[config.mk]
export PLATFORM = sky130hd
export DESIGN_NAME = vec_decode_stage
export DESIGN_NICKNAME = d
export VERILOG_FILES = /design/src/rtl/vec_decode_pkg.sv /design/src/rtl/vec_decode_stage_fifo.sv /design/src/rtl/vec_decode_stage.sv
export SDC_FILE = /design/constraint.sdc
export NUM_CORES = 1
export LEC_CHECK = 0
export ABC_AREA = 1
export CAP_MARGIN = 40
export CORE_MARGIN = 2
export CORE_UTILIZATION = 45
export CTS_CLUSTER_DIAMETER = 150
export DETAILED_ROUTE_END_ITERATION = 10
export PLACE_DENSITY_LB_ADDON = 0.08
export SLEW_MARGIN = 20
export SYNTH_ARGS = -nofsm -noshare
export SYNTH_HDL_FRONTEND = slang
export SYNTH_SLANG_ARGS = --single-unit
[constraint.sdc]
create_clock -name clk -period 3 [get_ports clk]
set_input_delay 0.45 -clock clk [delete_from_list [all_inputs] [get_ports clk]]
set_output_delay 0.45 -clock clk [all_outputs]
set_load 0.01 [all_outputs]
[src/rtl/vec_decode_pkg.sv]
// Shared types for the buffered vector decode stage: opcode encoding, the packed
// datapath control bundle, its idle value and the opcode decode helpers.
package vec_decode_pkg;

  localparam int OPC_W = 5;

  typedef enum logic [OPC_W-1:0] {
    VLOAD  = 5'd0,
    VSTORE = 5'd1,
    VADD   = 5'd2,
    VSUB   = 5'd3,
    VMUL   = 5'd4,
    VAND   = 5'd5,
    VOR    = 5'd6,
    VXOR   = 5'd7,
    VCMP   = 5'd8,
    VSADD  = 5'd9,
    VFSADD = 5'd10
  } opcode_e;

  typedef struct packed {
    logic       mux_sel;
    logic       vreg_we;
    logic       preg_we;
    logic       sreg_we;
    logic       vload_mux;
    logic       sload_mux;
    logic [2:0] fu_sel;
    logic       add_sub;
    logic       load_store;
    logic       clk_en;
    logic       clk_bypass;
    logic [1:0] bitwise_sel;
    logic [3:0] pred_sel;
  } ctrl_t;

  localparam ctrl_t CTRL_IDLE = '{mux_sel: 1'b0, vreg_we: 1'b0, preg_we: 1'b0, sreg_we: 1'b0,
                                  vload_mux: 1'b0, sload_mux: 1'b0, fu_sel: 3'd0,
                                  add_sub: 1'b0, load_store: 1'b0, clk_en: 1'b0,
                                  clk_bypass: 1'b1, bitwise_sel: 2'd0, pred_sel: 4'd0};

  function automatic logic is_legal(input logic [OPC_W-1:0] opc);
    return opc <= VFSADD;
  endfunction

  // Every legal op except VLOAD consumes vector register operands.
  function automatic logic reads_vregs(input logic [OPC_W-1:0] opc);
    return is_legal(opc) && (opc != VLOAD);
  endfunction

  function automatic ctrl_t decode_ctrl(input logic [OPC_W-1:0] opc);
    ctrl_t c;
    c = CTRL_IDLE;
    if (is_legal(opc)) begin
      c.clk_en     = 1'b1;
      c.clk_bypass = 1'b0;
    end
    case (opc)
      VLOAD:  begin c.vreg_we = 1'b1; c.vload_mux = 1'b1; c.fu_sel = 3'd4; end
      VSTORE: begin c.load_store = 1'b1; c.fu_sel = 3'd4; end
      VADD:   begin c.vreg_we = 1'b1; end
      VSUB:   begin c.vreg_we = 1'b1; c.add_sub = 1'b1; end
      VMUL:   begin c.vreg_we = 1'b1; c.fu_sel = 3'd1; end
      VAND:   begin c.vreg_we = 1'b1; c.fu_sel = 3'd2; c.bitwise_sel = 2'd0; end
      VOR:    begin c.vreg_we = 1'b1; c.fu_sel = 3'd2; c.bitwise_sel = 2'd1; end
      VXOR:   begin c.vreg_we = 1'b1; c.fu_sel = 3'd2; c.bitwise_sel = 2'd2; end
      VCMP:   begin c.preg_we = 1'b1; c.fu_sel = 3'd3; c.pred_sel = 4'b0001; end
      VSADD:  begin c.vreg_we = 1'b1; c.mux_sel = 1'b1; end
      VFSADD: begin c.sreg_we = 1'b1; c.sload_mux = 1'b1; c.fu_sel = 3'd5; end
      default: c = CTRL_IDLE;
    endcase
    return c;
  endfunction

endpackage

[src/rtl/vec_decode_stage_fifo.sv]
// Parametrised synchronous instruction FIFO with occupancy count and a registered
// full flag; flush empties it and overrides any same-cycle push or pop.
module vec_ibuf_fifo #(
  parameter int DEPTH = 4,
  parameter int WIDTH = 32
) (
  input  logic                     clk,
  input  logic                     reset_n,
  input  logic                     flush_i,
  input  logic                     push_i,
  input  logic                     pop_i,
  input  logic [WIDTH-1:0]         wdata_i,
  output logic [WIDTH-1:0]         rdata_o,
  output logic                     empty_o,
  output logic                     full_o,
  output logic [$clog2(DEPTH):0]   count_o
);

  localparam int AW = $clog2(DEPTH);
  localparam int CW = AW + 1;

  logic [WIDTH-1:0] mem_q [DEPTH];
  logic [AW-1:0]    wr_ptr_q, wr_ptr_d;
  logic [AW-1:0]    rd_ptr_q, rd_ptr_d;
  logic [CW-1:0]    count_q, count_d;
  logic             full_q, full_d;
  logic             do_push, do_pop;

  // No write-through: a full FIFO refuses pushes even when it pops this cycle.
  assign do_push = push_i && !full_q && !flush_i;
  assign do_pop  = pop_i && (count_q != '0) && !flush_i;

  always_comb begin
    wr_ptr_d = wr_ptr_q;
    rd_ptr_d = rd_ptr_q;
    count_d  = count_q;
    if (flush_i) begin
      wr_ptr_d = '0;
      rd_ptr_d = '0;
      count_d  = '0;
    end else begin
      if (do_push) wr_ptr_d = wr_ptr_q + AW'(1);
      if (do_pop)  rd_ptr_d = rd_ptr_q + AW'(1);
      case ({do_push, do_pop})
        2'b10:   count_d = count_q + CW'(1);
        2'b01:   count_d = count_q - CW'(1);
        default: count_d = count_q;
      endcase
    end
    full_d = (count_d == CW'(DEPTH));
  end

  always_ff @(posedge clk or negedge reset_n) begin
    if (!reset_n) begin
      wr_ptr_q <= '0;
      rd_ptr_q <= '0;
      count_q  <= '0;
      full_q   <= 1'b0;
    end else begin
      wr_ptr_q <= wr_ptr_d;
      rd_ptr_q <= rd_ptr_d;
      count_q  <= count_d;
      full_q   <= full_d;
    end
  end

  always_ff @(posedge clk) begin
    if (do_push) mem_q[wr_ptr_q] <= wdata_i;
  end

  assign rdata_o = mem_q[rd_ptr_q];
  assign empty_o = (count_q == '0);
  assign full_o  = full_q;
  assign count_o = count_q;

endmodule

[src/rtl/vec_decode_stage.sv]
// Buffered vector decode stage: FIFO-queued instructions, registered decoded bundle with
// valid/ready handshake. Define VEC_DECODE_SCOREBOARD_EN to stall RAW/WAW hazards.
module vec_decode_stage
  import vec_decode_pkg::*;
#(
  parameter int IBUF_DEPTH = 4,
  parameter int REG_AW     = 5,
  parameter int NUM_VREGS  = 32
) (
  input  logic                          clk,
  input  logic                          reset_n,
  input  logic                          flush_i,
  input  logic [31:0]                   instr_i,
  input  logic                          instr_valid_i,
  output logic                          instr_ready_o,
  output logic                          dec_valid_o,
  input  logic                          dec_ready_i,
  output ctrl_t                         dec_ctrl_o,
  output logic [REG_AW-1:0]             dec_vd_o,
  output logic [REG_AW-1:0]             dec_vs1_o,
  output logic [REG_AW-1:0]             dec_vs2_o,
  output logic                          dec_illegal_o,
  input  logic                          wb_valid_i,
  input  logic [REG_AW-1:0]             wb_vd_i,
  output logic [$clog2(IBUF_DEPTH):0]   ibuf_count_o
);

  logic [31:0]       head;
  logic              head_empty;
  logic              fifo_full;
  logic              load;
  logic              stall;
  logic [OPC_W-1:0]  head_opc;
  logic [REG_AW-1:0] head_vd, head_vs1, head_vs2;
  logic              head_legal;
  ctrl_t             head_ctrl;

  logic              dec_valid_q, dec_valid_d;
  ctrl_t             ctrl_q, ctrl_d;
  logic [REG_AW-1:0] vd_q, vd_d, vs1_q, vs1_d, vs2_q, vs2_d;
  logic              illegal_q, illegal_d;
  logic              unused_head;

  vec_ibuf_fifo #(
    .DEPTH (IBUF_DEPTH),
    .WIDTH (32)
  ) u_ibuf (
    .clk     (clk),
    .reset_n (reset_n),
    .flush_i (flush_i),
    .push_i  (instr_valid_i),
    .pop_i   (load),
    .wdata_i (instr_i),
    .rdata_o (head),
    .empty_o (head_empty),
    .full_o  (fifo_full),
    .count_o (ibuf_count_o)
  );

  assign head_opc    = head[31:27];
  assign head_vd     = head[21 +: REG_AW];
  assign head_vs1    = head[16 +: REG_AW];
  assign head_vs2    = head[11 +: REG_AW];
  assign head_legal  = is_legal(head_opc);
  assign head_ctrl   = decode_ctrl(head_opc);
  assign unused_head = ^{head[26], head[10:0]};

  assign load = !head_empty && !stall && (!dec_valid_q || dec_ready_i);

`ifdef VEC_DECODE_SCOREBOARD_EN
  logic [NUM_VREGS-1:0] pending_q, pending_d, pending_eff;

  // A writeback arriving this cycle already unblocks the head, so the waiter
  // issues on the same edge that clears its pending bit.
  always_comb begin
    pending_eff = pending_q;
    if (wb_valid_i) pending_eff[wb_vd_i] = 1'b0;
    stall = (reads_vregs(head_opc) && (pending_eff[head_vs1] || pending_eff[head_vs2])) ||
            (head_ctrl.vreg_we && pending_eff[head_vd]);
    pending_d = pending_eff;
    if (load && head_ctrl.vreg_we) pending_d[head_vd] = 1'b1;
    if (flush_i) pending_d = '0;
  end

  always_ff @(posedge clk or negedge reset_n) begin
    if (!reset_n) pending_q <= '0;
    else          pending_q <= pending_d;
  end
`else
  localparam int UNUSED_NUM_VREGS = NUM_VREGS;
  logic unused_wb;
  assign unused_wb = ^{wb_valid_i, wb_vd_i, UNUSED_NUM_VREGS[0]};
  assign stall     = 1'b0;
`endif

  always_comb begin
    dec_valid_d = dec_valid_q;
    ctrl_d      = ctrl_q;
    vd_d        = vd_q;
    vs1_d       = vs1_q;
    vs2_d       = vs2_q;
    illegal_d   = illegal_q;
    if (flush_i) begin
      dec_valid_d = 1'b0;
      ctrl_d      = CTRL_IDLE;
      vd_d        = '0;
      vs1_d       = '0;
      vs2_d       = '0;
      illegal_d   = 1'b0;
    end else if (load) begin
      dec_valid_d = 1'b1;
      ctrl_d      = head_ctrl;
      vd_d        = head_legal ? head_vd  : '0;
      vs1_d       = head_legal ? head_vs1 : '0;
      vs2_d       = head_legal ? head_vs2 : '0;
      illegal_d   = !head_legal;
    end else if (dec_ready_i) begin
      dec_valid_d = 1'b0;
    end
  end

  always_ff @(posedge clk or negedge reset_n) begin
    if (!reset_n) begin
      dec_valid_q <= 1'b0;
      ctrl_q      <= CTRL_IDLE;
      vd_q        <= '0;
      vs1_q       <= '0;
      vs2_q       <= '0;
      illegal_q   <= 1'b0;
    end else begin
      dec_valid_q <= dec_valid_d;
      ctrl_q      <= ctrl_d;
      vd_q        <= vd_d;
      vs1_q       <= vs1_d;
      vs2_q       <= vs2_d;
      illegal_q   <= illegal_d;
    end
  end

  assign instr_ready_o = !fifo_full;
  assign dec_valid_o   = dec_valid_q;
  assign dec_ctrl_o    = ctrl_q;
  assign dec_vd_o      = vd_q;
  assign dec_vs1_o     = vs1_q;
  assign dec_vs2_o     = vs2_q;
  assign dec_illegal_o = illegal_q;

endmodule

==> flow_metrics.tcl <==
set metrics [dict create \
    status "finished, final reports clean" \
    cp_max_fo 5 \
    core_um2 10700 \
    first_iter_violations 118 \
    cts_tree "yes" \
    grt_pass1_wl_um 16100 \
    firstDrtPassIters 4 \
    stdcell_area_um2 6300 \
    globalplace.congestion 0.743 \
    dieArea_um2 11800 \
    grt_usage_pct 18.6 \
    clock_path_buffers 2 \
    n_antenna_cell 0 \
    drc 0 \
    grt-ovfl-total 0 \
    dpl_worst_slack_ns 0.235 \
    grt_max_degree 43 \
    clock_sinks 119 \
    dp.cells 611 \
    synth.avg_cell_area_um2 11.7 \
    htree_levels 4 \
    synth_ff_type "edfxtp_1" \
    grt_pass1_vias 3110 \
    crit_path_start_kind "flop" \
    worstSetupPathType "reg -> reg" \
    setup_ws_ns 0.584 \
    die_w_um 108 \
    placed_area_um2 5660 \
    drive_gt1_share_pct 14.3 \
    rsz0062_at_grt "no" \
    cp.required_ns 3.40 \
    wl_per_cell_um 15.8 \
    hold_violations 0 \
    synth_warnings 0 \
    timing.final.crit_period_ns 2.42 \
    clkTransAtPathRegs_ns 0.06 \
    drv_cap 0 \
    routed_wl_um 10200 \
    ys_async_sr_fraction_pct 32.8 \
    die_h_um 108 \
    synth_cell_type_count 28 \
    yosysSeqAreaShare_pct 68.8 \
    leakagePower_nw 2.54 \
    powerDensity_nw_per_um2 913 \
    synth_edf_count 80 \
    cts_setup_buffers 0 \
    slew_headroom_pct 52.3 \
    ios 83 \
    numCtsBuffers 17 \
    slew_violations 0 \
    cp-end-kind "flop" \
    finalSetupTns_ns 0 \
    finalSetupViolations 0 \
    worstMarginPinSlew_ns 0.715 \
    antenna_left 0 \
    critPathArrivalTime_ns 2.82 \
    initial_core_util_pct 45.7 \
    fmax_ghz 0.414 \
    holdCritPathClass "in -> async" \
    vias 3188 \
    numPortBuffers 61 \
    final_cell_count_no_fill 644 \
    min_period_over_period_pct 80.5 \
    ys_seq_elements 119 \
    finalPower_mw 5.75 \
    cts_resized 0 \
    synthesis.area_um2 4910 \
    cts_root_buf "clkbuf_8" \
    nets 540 \
    synthToLayoutAreaGrowth_pct 28.3 \
    antenna_found_initial 0 \
    syn_inst 420 \
    hpwl_um 6060 \
    clk_latency_ns 0.51 \
    fp-row-count 38 \
    finClkSkew_ns 0.0181 \
    vias_per_cell 4.95 \
    ir_drop_uv 410 \
]
[registers in the layout (all words and copies together) (netlist names)]
signal and cells:
u_ibuf.mem_q 80, dec_ctrl_o 14, dec_vd_o 5, dec_vs1_o 5, dec_vs2_o 5, u_ibuf.count_o 3, u_ibuf.rd_ptr_q 2, u_ibuf.wr_ptr_q 2
dec_illegal_o 1, dec_valid_o 1, u_ibuf.full_o 1
[power breakdown]
part           internal (mW)  leakage, nW  switching, mW  total, mW
logic                  0.574        0.988          0.981       1.56
registers               1.96         1.26          0.107       2.07
clock network           1.37        0.298          0.763       2.13
total                   3.90         2.54           1.85       5.75
[final timing paths]
path | from | to | slack [ns] | cells after the start
min in group clk | dec_ctrl_o[6] | dec_ctrl_o[6] | 0.47 | 2
min | reset_n | u_ibuf.count_o[1] | 0.35 | 2
max | u_ibuf.count_o[0] | u_ibuf.full_o | 0.58 | 9
max reg2reg | u_ibuf.count_o[0] | u_ibuf.full_o | 0.58 | 9
min reg2reg | dec_ctrl_o[6] | dec_ctrl_o[6] | 0.47 | 2
max in group asynchronous | reset_n | dec_ctrl_o[6] | 2.12 | 3
[cells in the final DEF, fill, tap and decap left out, types with 3 or more instances in the layout]
| cell type | instances |
|---|---|
| nand3_2 | 14 |
| edfxtp_1 | 80 |
| clkinv_4 | 3 |
| ha_1 | 5 |
| inv_6 | 4 |
| clkinvlp_4 | 3 |
| conb_1 | 3 |
| buf_4 | 9 |
| bufinv_16 | 4 |
| nand2_1 | 94 |
| o22ai_1 | 15 |
| clkdlybuf4s50_1 | 60 |
| o21ai_0 | 39 |
| nand2_4 | 4 |
| dfrtp_1 | 38 |
| a21oi_1 | 5 |
| inv_1 | 17 |
| nand3_1 | 25 |
| nor2_1 | 44 |
| nand2_2 | 4 |
| clkbuf_16 | 16 |
[worst max-delay path: stages, from the launching register on]
cell and delay, ns:
dfrtp_1 0.45, inv_1 0.08, a21oi_1 0.35, nand2_1 0.16
inv_1 0.10, ha_1 0.21, fa_1 0.42, o21ai_0 0.17
nor2_1 0.07, nor4_1 0.30
[synth_stat cells, drive strengths merged (5+ instances only)]
cell      n  area share (%)
nand2   102             8.6
edfxtp   80              49
nor2     47             4.0
nand3    39             5.4
o21ai    39             4.0
dfrtp    38              19
inv      19             1.5
buf      15             2.4
o22ai    15             1.9
clkbuf    8            0.61
a21oi     5            0.51
ha        5             1.3
[stage by stage]
step           util [%]  hold WS, ns
2_1_floorplan         -        0.154
3_3_place_gp       52.5        0.459
3_5_place_dp       52.7        0.350
4_1_cts            58.7        0.346
5_1_grt            58.7        0.364
6_report           58.7        0.351
[final cells by class]
cell class              count  area [um^2]
repair buffers             73          723
clock inverters            15          215
multi-input cells         260         1320
flip-flops and latches    119         3380
inverters                  20         75.1
well taps                 140          175
clock buffers              17          414
fillers                   913         4440
[kinds of logic after synthesis]
logic type	synth area share, %
AND/OR/NAND/NOR	18.2
AO/OA/AOI/OAI	6.70
flip-flops	68.8
other	0.0763
buffers and inverters	4.51
adder cells (fa/ha/maj)	1.68
[per-layer routing]
metal	GRT usage, %	vias up	part of all wire, %
met3	5.24	6	5.2
met4	5.31	0	0.73
met5	0	-	0
met1	24.3	1516	46
met2	30.6	83	48
li1	-	1583	-
[timing repair]
| action | CTS | global route |
|---|---|---|
| hold buffers | 1 | 0 |
| setup endpoints to repair | 0 | 0 |
| endpoints found under the hold margin | 10 | 0 |
No activity file was read; power rests on OpenSTA's default activity.
